--- config.mk ---
export PLATFORM = sky130hd
export DESIGN_NAME = level_sequencer_flat
export DESIGN_NICKNAME = d
export VERILOG_FILES = /design/src/rtl/level_sequencer_pkg.sv /design/src/rtl/level_sequencer_if.sv /design/src/rtl/level_sequencer_frame_tick.sv /design/src/rtl/level_sequencer.sv /design/src/flat_wrapper.sv
export SDC_FILE = /design/constraint.sdc
export NUM_CORES = 1
export LEC_CHECK = 0
export ABC_AREA = 1
export ABC_CLOCK_PERIOD_IN_PS = 3700
export CAP_MARGIN = 20
export CORE_ASPECT_RATIO = 1.25
export CORE_MARGIN = 2
export CORE_UTILIZATION = 35
export CTS_CLUSTER_SIZE = 24
export DETAILED_ROUTE_END_ITERATION = 10
export GPL_TIMING_DRIVEN = 1
export PLACE_DENSITY = 0.56
export SLEW_MARGIN = 15
export SYNTH_ARGS = -nofsm -noshare
export SYNTH_HDL_FRONTEND = slang
export SYNTH_SLANG_ARGS = --single-unit
--- constraint.sdc ---
create_clock -name pclk -period 3.7 [get_ports pclk]
set_clock_uncertainty 0.1 [all_clocks]
set_input_delay 0.74 -clock pclk [delete_from_list [all_inputs] [get_ports pclk]]
set_output_delay 0.74 -clock pclk [all_outputs]
set_load 0.05 [all_outputs]
--- src/rtl/level_sequencer_pkg.sv ---
// -----------------------------------------------------------------------------
// level_sequencer_pkg
// Shared game constants: sequencer state encoding and level range. The
// background and char drawers import the same level constants so that
// every consumer agrees on the first and last playable level.
// -----------------------------------------------------------------------------
package level_sequencer_pkg;

    // 3-bit phase encoding; codes 6 and 7 are unused and recover to ST_IDLE
    typedef enum logic [2:0] {
        ST_IDLE  = 3'd0,
        ST_INTRO = 3'd1,
        ST_PLAY  = 3'd2,
        ST_CLEAR = 3'd3,
        ST_OVER  = 3'd4,
        ST_WIN   = 3'd5
    } seq_state_e;

    localparam int unsigned MAX_LEVEL_DEF = 3;
    localparam logic [3:0]  LEVEL_FIRST   = 4'd1;

endpackage

--- src/rtl/level_sequencer_if.sv ---
// -----------------------------------------------------------------------------
// level_sequencer_if
// Bundles the gameplay status pulses (start, enemies_cleared, player_dead)
// and the sequencer outputs (level, play_en, banner_on, game_over, win).
//   master : gameplay side, drives the pulses and observes the outputs
//   slave  : the sequencer itself
// -----------------------------------------------------------------------------
interface level_sequencer_if;

    logic       start;
    logic       enemies_cleared;
    logic       player_dead;
    logic [3:0] level;
    logic       play_en;
    logic       banner_on;
    logic       game_over;
    logic       win;

    modport master (
        output start, enemies_cleared, player_dead,
        input  level, play_en, banner_on, game_over, win
    );

    modport slave (
        input  start, enemies_cleared, player_dead,
        output level, play_en, banner_on, game_over, win
    );

endinterface

--- src/rtl/level_sequencer_frame_tick.sv ---
// -----------------------------------------------------------------------------
// frame_tick
// One-pclk pulse on each vsync rising edge.
//   pclk     : pixel clock
//   rst      : synchronous active-high reset
//   vsync_in : vertical sync from the timing chain
//   tick     : high for one pclk per frame
// The delay flop resets to 1 so a vsync that is already high when reset is
// released does not produce a spurious tick.
// -----------------------------------------------------------------------------
module frame_tick (
    input  logic pclk,
    input  logic rst,
    input  logic vsync_in,
    output logic tick
);

    logic vsync_d_r;

    // delayed copy of vsync for edge detection
    always_ff @(posedge pclk) begin
        if (rst) begin
            vsync_d_r <= 1'b1;
        end else begin
            vsync_d_r <= vsync_in;
        end
    end

    assign tick = vsync_in & ~vsync_d_r;

endmodule

--- src/rtl/level_sequencer.sv ---
// -----------------------------------------------------------------------------
// level_sequencer
// Game-phase controller: IDLE -> INTRO -> PLAY -> CLEAR -> (INTRO | WIN),
// PLAY -> OVER, OVER/WIN -> IDLE on start. Phases are timed in frames.
//   pclk     : pixel clock
//   rst      : synchronous active-high reset
//   vsync_in : vertical sync; each rising edge is one frame
//   bus      : status pulses in, level/play_en/banner_on/game_over/win out
// All outputs are registered from the next-state values, so they show the
// new phase one pclk after the causing pulse or frame tick.
// -----------------------------------------------------------------------------
module level_sequencer
    import level_sequencer_pkg::*;
#(
    parameter int unsigned MAX_LEVEL    = MAX_LEVEL_DEF,
    parameter int unsigned INTRO_FRAMES = 120,
    parameter int unsigned CLEAR_FRAMES = 90,
    parameter int unsigned FCNT_W       = 8
) (
    input  logic               pclk,
    input  logic               rst,
    input  logic               vsync_in,
    level_sequencer_if.slave   bus
);

    localparam logic [FCNT_W-1:0] INTRO_LAST = FCNT_W'(INTRO_FRAMES - 1);
    localparam logic [FCNT_W-1:0] CLEAR_LAST = FCNT_W'(CLEAR_FRAMES - 1);
    localparam logic [3:0]        LEVEL_LAST = 4'(MAX_LEVEL);

    seq_state_e        state_r, next_state_s;
    logic [3:0]        level_r, next_level_s;
    logic [FCNT_W-1:0] cnt_r,   next_cnt_s;
    logic              play_en_r, banner_on_r, game_over_r, win_r;
    logic              tick_s;

    frame_tick u_frame_tick (
        .pclk     (pclk),
        .rst      (rst),
        .vsync_in (vsync_in),
        .tick     (tick_s)
    );

    // state, level, counter and phase-flag registers
    always_ff @(posedge pclk) begin
        if (rst) begin
            state_r     <= ST_IDLE;
            level_r     <= LEVEL_FIRST;
            cnt_r       <= '0;
            play_en_r   <= 1'b0;
            banner_on_r <= 1'b0;
            game_over_r <= 1'b0;
            win_r       <= 1'b0;
        end else begin
            state_r     <= next_state_s;
            level_r     <= next_level_s;
            cnt_r       <= next_cnt_s;
            play_en_r   <= (next_state_s == ST_PLAY);
            banner_on_r <= (next_state_s == ST_INTRO) || (next_state_s == ST_CLEAR);
            game_over_r <= (next_state_s == ST_OVER);
            win_r       <= (next_state_s == ST_WIN);
        end
    end

    // next-state, level and frame-counter logic
    always_comb begin
        next_state_s = state_r;
        next_level_s = level_r;
        next_cnt_s   = cnt_r;
        case (state_r)
            ST_IDLE: begin
                next_level_s = LEVEL_FIRST;
                if (bus.start) begin
                    next_state_s = ST_INTRO;
                    next_cnt_s   = '0;
                end else begin
                    next_state_s = ST_IDLE;
                end
            end
            ST_INTRO: begin
                if (tick_s) begin
                    if (cnt_r == INTRO_LAST) begin
                        next_state_s = ST_PLAY;
                        next_cnt_s   = '0;
                    end else begin
                        next_cnt_s   = cnt_r + {{(FCNT_W-1){1'b0}}, 1'b1};
                    end
                end else begin
                    next_cnt_s = cnt_r;
                end
            end
            ST_PLAY: begin
                // a death in the same cycle as the clear takes priority
                if (bus.player_dead) begin
                    next_state_s = ST_OVER;
                    next_cnt_s   = '0;
                end else if (bus.enemies_cleared) begin
                    next_state_s = ST_CLEAR;
                    next_cnt_s   = '0;
                end else begin
                    next_state_s = ST_PLAY;
                end
            end
            ST_CLEAR: begin
                if (tick_s) begin
                    if (cnt_r == CLEAR_LAST) begin
                        next_cnt_s = '0;
                        if (level_r == LEVEL_LAST) begin
                            next_state_s = ST_WIN;
                        end else begin
                            next_state_s = ST_INTRO;
                            next_level_s = level_r + 4'd1;
                        end
                    end else begin
                        next_cnt_s = cnt_r + {{(FCNT_W-1){1'b0}}, 1'b1};
                    end
                end else begin
                    next_cnt_s = cnt_r;
                end
            end
            ST_OVER, ST_WIN: begin
                if (bus.start) begin
                    next_state_s = ST_IDLE;
                    next_level_s = LEVEL_FIRST;
                    next_cnt_s   = '0;
                end else begin
                    next_state_s = state_r;
                end
            end
            default: begin
                next_state_s = ST_IDLE;
                next_level_s = LEVEL_FIRST;
                next_cnt_s   = '0;
            end
        endcase
    end

    assign bus.level     = level_r;
    assign bus.play_en   = play_en_r;
    assign bus.banner_on = banner_on_r;
    assign bus.game_over = game_over_r;
    assign bus.win       = win_r;

endmodule

--- src/flat_wrapper.sv ---
// flat-port wrapper written by rule: the top's interface ports become plain ports
module level_sequencer_flat import level_sequencer_pkg::*;
#(
    parameter int unsigned MAX_LEVEL    = MAX_LEVEL_DEF,
    parameter int unsigned INTRO_FRAMES = 120,
    parameter int unsigned CLEAR_FRAMES = 90,
    parameter int unsigned FCNT_W       = 8
)
  (pclk, rst, vsync_in, bus_start, bus_enemies_cleared, bus_player_dead, bus_level, bus_play_en, bus_banner_on, bus_game_over, bus_win);
  level_sequencer_if bus_i ();
  input  logic pclk;
  input  logic rst;
  input  logic vsync_in;
  input wire logic [$bits(bus_i.start)-1:0] bus_start;
  input wire logic [$bits(bus_i.enemies_cleared)-1:0] bus_enemies_cleared;
  input wire logic [$bits(bus_i.player_dead)-1:0] bus_player_dead;
  output wire logic [$bits(bus_i.level)-1:0] bus_level;
  output wire logic [$bits(bus_i.play_en)-1:0] bus_play_en;
  output wire logic [$bits(bus_i.banner_on)-1:0] bus_banner_on;
  output wire logic [$bits(bus_i.game_over)-1:0] bus_game_over;
  output wire logic [$bits(bus_i.win)-1:0] bus_win;
  assign bus_i.start = bus_start;
  assign bus_i.enemies_cleared = bus_enemies_cleared;
  assign bus_i.player_dead = bus_player_dead;
  assign bus_level = bus_i.level;
  assign bus_play_en = bus_i.play_en;
  assign bus_banner_on = bus_i.banner_on;
  assign bus_game_over = bus_i.game_over;
  assign bus_win = bus_i.win;
  level_sequencer #(.MAX_LEVEL(MAX_LEVEL), .INTRO_FRAMES(INTRO_FRAMES), .CLEAR_FRAMES(CLEAR_FRAMES), .FCNT_W(FCNT_W)) u_core (.pclk(pclk), .rst(rst), .vsync_in(vsync_in), .bus(bus_i));
endmodule
==> run metrics, run 1 <==
CP endpoint kind primary output; count of final hold-check violations 0; Power, Total about 480 µW; nets@finish ~210; vias in the first global route approximately 1100; GRT overflow 0; Buf/Inv on CP 1; Final Util 43.1%; r2r startpoint u_core.cnt_r[0]; Rel. slew slack 66.8%; Iter 0 DRT Violations 24; initial antenna violation count 0; Synthesized Nets around 190; root buf cell clkbuf_8; register area share after synthesis roughly 35%; CTS Hold Buffers Added 0; VDD IR-drop max 189 µV; critical path class flip-flop to primary output; Synth area leader dfxtp_1; I/O pins 14; Final min period 2.40 ns; CP startpoint u_core.bus.level[0]; Slowest-stage cell, CP clkdlybuf4s50_1; Area growth syn-to-layout 18.8%; H-tree depth reported by CTS 1; hold path start u_core.bus.level[3]; DRC 0; final setup vio count 0; Detail Placement HPWL ~2.1 mm; area share of the largest cell type after synthesis roughly 35%; die width 55.5 µm; Startpoint Class flip-flop; crit-path max cell delay 0.85 ns; outcome finished clean; DIE AREA 3790 µm²; CTS max path bufs 2; synthesized instance count 179; critical path, cell by cell clkdlybuf4s50_1; ant diodes 0; Post-Syn Area per Cell roughly 6.5 µm²; Initial Util between 30% and 40%; Post-Synth Adder-Cell Area approximately 3.2%; Mapped Area around 1200 µm²; DR vias/cell roughly 4.8; EDFF count, synth 0; fmax 417 MHz; top-count cell post-synth nand2_1; Fin Setup TNS 0 ns; largest family of logic cells by synthesized area simple AND/OR/NAND/NOR gates; compound-cell area share of the yosys netlist 5.94%; Reg clk slew, reported paths about 0.080 ns; crit-path leading delay family buffers and inverters; register area approximately 400 µm²; Leakage 0.598 nW; Hold Crit Class flip-flop to flip-flop; Slew @ Worst Pin 0.497 ns; Yosys warnings 0; # fillers between 300 and 400; largest net degree at the start of global routing 12; CTS resizes 0; ys flop type dfxtp_1; DR WL/cell 11.4 µm; post-synthesis register bit count 20; mux share of post-synthesis cell area 0%; drt total wl ~2.7 mm; critical path required time 2.86 ns; core footprint 3190 µm²; clock latency on the worst-skew pair ~0.26 ns; Synth Area in Simple Gates ~45%; Area contributors post-synth dfxtp_1 (35%), nand2_1 (17%), inv_1 (8.4%); XOR/XNOR share of the synthesized area less than 1%; ys async rst share 0%; Num CTS Buffers 3; commonest cells in the synthesized netlist nand2_1 (52), inv_1 (26), nor2_1 (26); pins over their slew limit 0; Distinct cells, synth 23; CTS tree built; gpl congestion just over 0.8; maximum fanout along the worst path 6; post-route antenna net violation count 0; CP Data Arrival Time 1.56 ns; row count 23; crit share post-route about two thirds; RSZ-0062 raised after global routing no; first-pass GRT wire length between 4 and 5 mm; setup bufs post-CTS 0; share of cells above drive strength 1 8.21%; Vias around 1100; clk sinks 20; Power Density approximately 350 nW/µm²; die height around 68 µm; Multi-input gate area ~640 µm²; port buffer count 13; max_cap viols 0; drt pass-1 iters 4; total track usage roughly 15%
-- layout by cell type (no fill, tap or decap), types with 2 or more instances in the layout --
cell type	count
clkdlybuf4s50_1	13
a21oi_1	7
nor2_4	3
clkbuf_8	4
nand2_1	52
nor2_1	26
nand4_1	4
inv_1	26
nand2_2	3
nand3_2	2
ha_1	3
nand3_1	19
nor3_1	2
inv_2	2
dfxtp_1	20
-- area by class of cell --
class	count	share of cell area, %
well taps	37	3.36
repair buffers	13	9.45
multi-input cells	129	46.2
flip-flops and latches	20	29.1
inverters	29	7.91
clock buffers	4	4.00
-- per-layer routing --
layer / global-route usage, % / up-vias / part of all wire [%]
met4: 8.84 / 0 / 2.1
met5: 0 / - / 0
li1: - / 592 / -
met3: 1.70 / 5 / 2.1
met2: 29.6 / 16 / 54
met1: 16.6 / 505 / 42
-- where the power goes --
| part | internal, mW | switching [mW] |
|---|---|---|
| registers | 0.222 | 0.00647 |
| logic | 0.0276 | 0.0523 |
| clock network | 0.0948 | 0.0735 |
-- registers in the layout, indices dropped and copies added (netlist names) --
signal,cells
u_core.cnt_r,8
u_core.bus.level,4
u_core.state_r,3
u_core.bus.banner_on,1
u_core.bus.game_over,1
u_core.bus.play_en,1
u_core.bus.win,1
u_core.u_frame_tick.vsync_d_r,1
-- worst paths after layout --
path                                       endpoint  slack, ns  cells after the start
worst max-delay path                   bus_level[0]       1.30                      1
worst min-delay path            u_core.bus.level[3]       0.40                      2
worst max register to register    u_core.state_r[1]       1.98                      7
worst min register to register  u_core.bus.level[3]       0.40                      2
-- logic make-up after synthesis --
logic type / Yosys count
buffers and inverters: 30
AO/OA/AOI/OAI: 11
adder cells (fa/ha/maj): 3
flip-flops: 20
AND/OR/NAND/NOR: 114
XOR/XNOR: 1
-- per-stage QoR --
stage               instance area, µm²  setup WS, ns  cells  hold WS, ns
finish                            1380          1.30    232        0.404
global placement                  1320          1.51    228        0.394
global route                      1380          1.24    232        0.445
detailed placement                1320          1.51    228        0.395
floorplan                         1160          1.99    179        0.384
CTS                               1380          1.29    232        0.412
Power figures use the tool's default switching activity.
==> run 2: changes to the inputs <==
--- a/config.mk
+++ b/config.mk
@@ -6,7 +6,7 @@
 export NUM_CORES = 1
 export LEC_CHECK = 0
 export ABC_AREA = 1
-export ABC_CLOCK_PERIOD_IN_PS = 3700
+export ABC_CLOCK_PERIOD_IN_PS = 2050
 export CAP_MARGIN = 20
 export CORE_ASPECT_RATIO = 1.25
 export CORE_MARGIN = 2
@@ -14,7 +14,7 @@
 export CTS_CLUSTER_SIZE = 24
 export DETAILED_ROUTE_END_ITERATION = 10
 export GPL_TIMING_DRIVEN = 1
-export PLACE_DENSITY = 0.56
+export PLACE_DENSITY = 0.58
 export SLEW_MARGIN = 15
 export SYNTH_ARGS = -nofsm -noshare
 export SYNTH_HDL_FRONTEND = slang
==> constraint.sdc (replaced) <==
create_clock -name pclk -period 2.05 [get_ports pclk]
set_clock_uncertainty 0.1 [all_clocks]
set_input_delay 0.41 -clock pclk [delete_from_list [all_inputs] [get_ports pclk]]
set_output_delay 0.41 -clock pclk [all_outputs]
set_load 0.05 [all_outputs]
==> run 2 against run 1 <==
  * Cell count grew 0.43%
  * First-iteration DRC count decreased by 8.3%
  * Sequential cell count is the same
  * Non-clock buffer count increased by 1
  * Combinational power up 82%
  * Die area unchanged
  * Power increased by 82%
  * Largest power group unchanged
  * Highest routed layer unchanged
==> run metrics, run 2 (same netlist as run 1, synthesis figures left out) <==
CP endpoint kind primary output; FF-to-FF End u_core.bus.level[0]; CTS Hold Buffers Added 0 (unchanged); crit-path leading delay family buffers and inverters; first-pass GRT wire length 4.67 mm (+3.0%); DRC 0 (unchanged); Fin Setup TNS 0 ns (unchanged); drt pass-1 iters 4 (unchanged); Detail Placement HPWL 2.16 mm (+0.57%); H-tree depth reported by CTS 1 (unchanged); number of flip-flops under the largest register name 8 (unchanged); Slew @ Worst Pin 0.503 ns (+0.00601 ns); reg2reg path depth 7 (unchanged); gpl congestion 0.912 (+11%); DR WL/cell 11.7 µm (+2.2%); Hold WS 0.408 ns (+0.00352 ns); largest net degree at the start of global routing 12 (unchanged); total track usage 16.0% (+0.55 points); Final min period a little under 2 ns; Cell Count, Final, Fillers Out 233 (+0.43%); nets@finish 206 (+0.49%); Power Density 630 nW/µm² (+82%); CTS resizes 0 (unchanged); setup bufs post-CTS 0 (unchanged); VDD IR-drop max 285 µV (+50%); row count 23 (unchanged); final setup vio count 0 (unchanged); Slowest-stage cell, CP clkdlybuf4s50_1; share of cells above drive strength 1 10.2% (+2.0 points); maximum fanout along the worst path 4 (-2); critical path class flip-flop to primary output; Cell Area, Placed 1320 µm² (unchanged); initial antenna violation count 0 (unchanged); count of final hold-check violations 0 (unchanged); Final Util 43.1% (unchanged); Hold Crit Class flip-flop to flip-flop; clk sinks 20 (unchanged); Num CTS Buffers 3 (unchanged); DIE AREA 3790 µm² (unchanged); pins over their slew limit 0 (unchanged); max_cap viols 0 (unchanged); post-route antenna net violation count 0 (unchanged); # fillers 350 (+6.4%); ant diodes 0 (unchanged); die width 55.5 µm (unchanged); I/O pins 14 (unchanged); Vias 1161 (+3.8%); critical path, cell by cell clkdlybuf4s50_1; hold depth 2 (unchanged); GRT overflow 0 (unchanged); core footprint 3190 µm² (unchanged); DR vias/cell 4.98 (+3.4%); r2r startpoint u_core.cnt_r[0]; Largest Register u_core.cnt_r; crit-path max cell delay 0.82 ns (-0.03 ns); Hold Path Sink u_core.bus.level[3]; most frequent cells in the layout nand2_1 (52), inv_1 (26), nor2_1 (26); Initial Util 36.3% (unchanged); crit share post-route a little over nine tenths; commonest non-fill, non-tap cell in the layout nand2_1; drt total wl 2.72 mm (+2.6%); Leakage 0.607 nW (+1.4%); Area growth syn-to-layout 18.8% (unchanged); critical path required time 1.54 ns (-1.32 ns); final instance area 1380 µm² (unchanged); Reg clk slew, reported paths 0.08 ns (about the same); Iter 0 DRT Violations 22 (-8.3%); CP Data Arrival Time 1.46 ns (-0.10 ns); Buf/Inv on CP 1 (unchanged); port buffer count 13 (unchanged); Rel. slew slack 66.4% (-0.40 points); CTS max path bufs 2 (unchanged); CTS tree built; vias in the first global route 1126 (+5.9%); hold path start u_core.bus.level[3]; root buf cell clkbuf_8; placed cells 229 (+0.44%); outcome finished clean; reg2reg setup slack 0.21 ns (-1.77 ns); RSZ-0062 raised after global routing no; die height 68.3 µm (unchanged); Startpoint Class flip-flop; clock latency on the worst-skew pair 0.26 ns (about the same); fmax between 500 and 600 MHz
==> run 2: changes by cell type in the layout (fill, tap and decap cells not counted) <==
cell / change
clkdlybuf4s50_1: -3
buf_4: +4
==> run 2: tightest hold or removal path, stage by stage (launching register included) <==
cell and delay [ns]:
dfxtp_1 0.34, nand2_1 0.07, a21oi_1 0.06
==> run 2: metrics by stage <==
| step | total power [mW] | setup slack [ns] |
|---|---|---|
| after floorplan | 0.522 | 0.345 |
| after global placement | 0.564 | 0.225 |
| after detailed placement | 0.566 | 0.178 |
| after CTS | 0.874 | 0.0751 |
| after global routing | 0.904 | 0.0326 |
| final | 0.867 | 0.0774 |
==> run 2: layout make-up <==
cell class                 instances  area, µm²  share of cell area, %
tap                               37       46.3                   3.36
timing repair buffer              14        130                   9.45
sequential                        20        400                   29.1
multi-input combinational        129        636                   46.2
inverter                          29        109                   7.91
clock buffer                       4       55.1                   4.00
==> run 2: worst max-delay path by stage <==
stage                        start                   end  slack [ns]  cells after the start
3_3_place_gp              vsync_in   u_core.bus.level[0]        0.22                      8
6_report       u_core.bus.level[3]          bus_level[3]        0.08                      1
4_1_cts        u_core.bus.level[3]          bus_level[3]        0.08                      1
2_1_floorplan  u_core.bus.level[0]  u_core.bus.game_over        0.34                      8
3_5_place_dp              vsync_in   u_core.bus.level[0]        0.18                      8
5_1_grt        u_core.bus.level[3]          bus_level[3]        0.03                      1
==> run 2: metal layers <==
layer  GRT usage (%)  vias up  part of all wire, %
li1                -      593                    -
met1            16.9      546                   44
met2            31.1       17                   52
met3            2.46        5                  2.6
met4            7.93        0                  1.9
met5               0        -                    0
==> run 2: power by group <==
part	internal (mW)	leakage (nW)	total, mW	switching (mW)
clock network	0.171	0.0288	0.310	0.139
logic	0.0501	0.415	0.145	0.0948
registers	0.400	0.163	0.412	0.0120
==> run 3: changes to the inputs <==
--- a/config.mk
+++ b/config.mk
@@ -15,6 +15,7 @@
 export DETAILED_ROUTE_END_ITERATION = 10
 export GPL_TIMING_DRIVEN = 1
 export PLACE_DENSITY = 0.58
+export SKIP_CTS_REPAIR_TIMING = 1
 export SLEW_MARGIN = 15
 export SYNTH_ARGS = -nofsm -noshare
 export SYNTH_HDL_FRONTEND = slang
==> results of run 3 <==
Same layout as run 2: the final DEF is identical, and so are final timing and power.
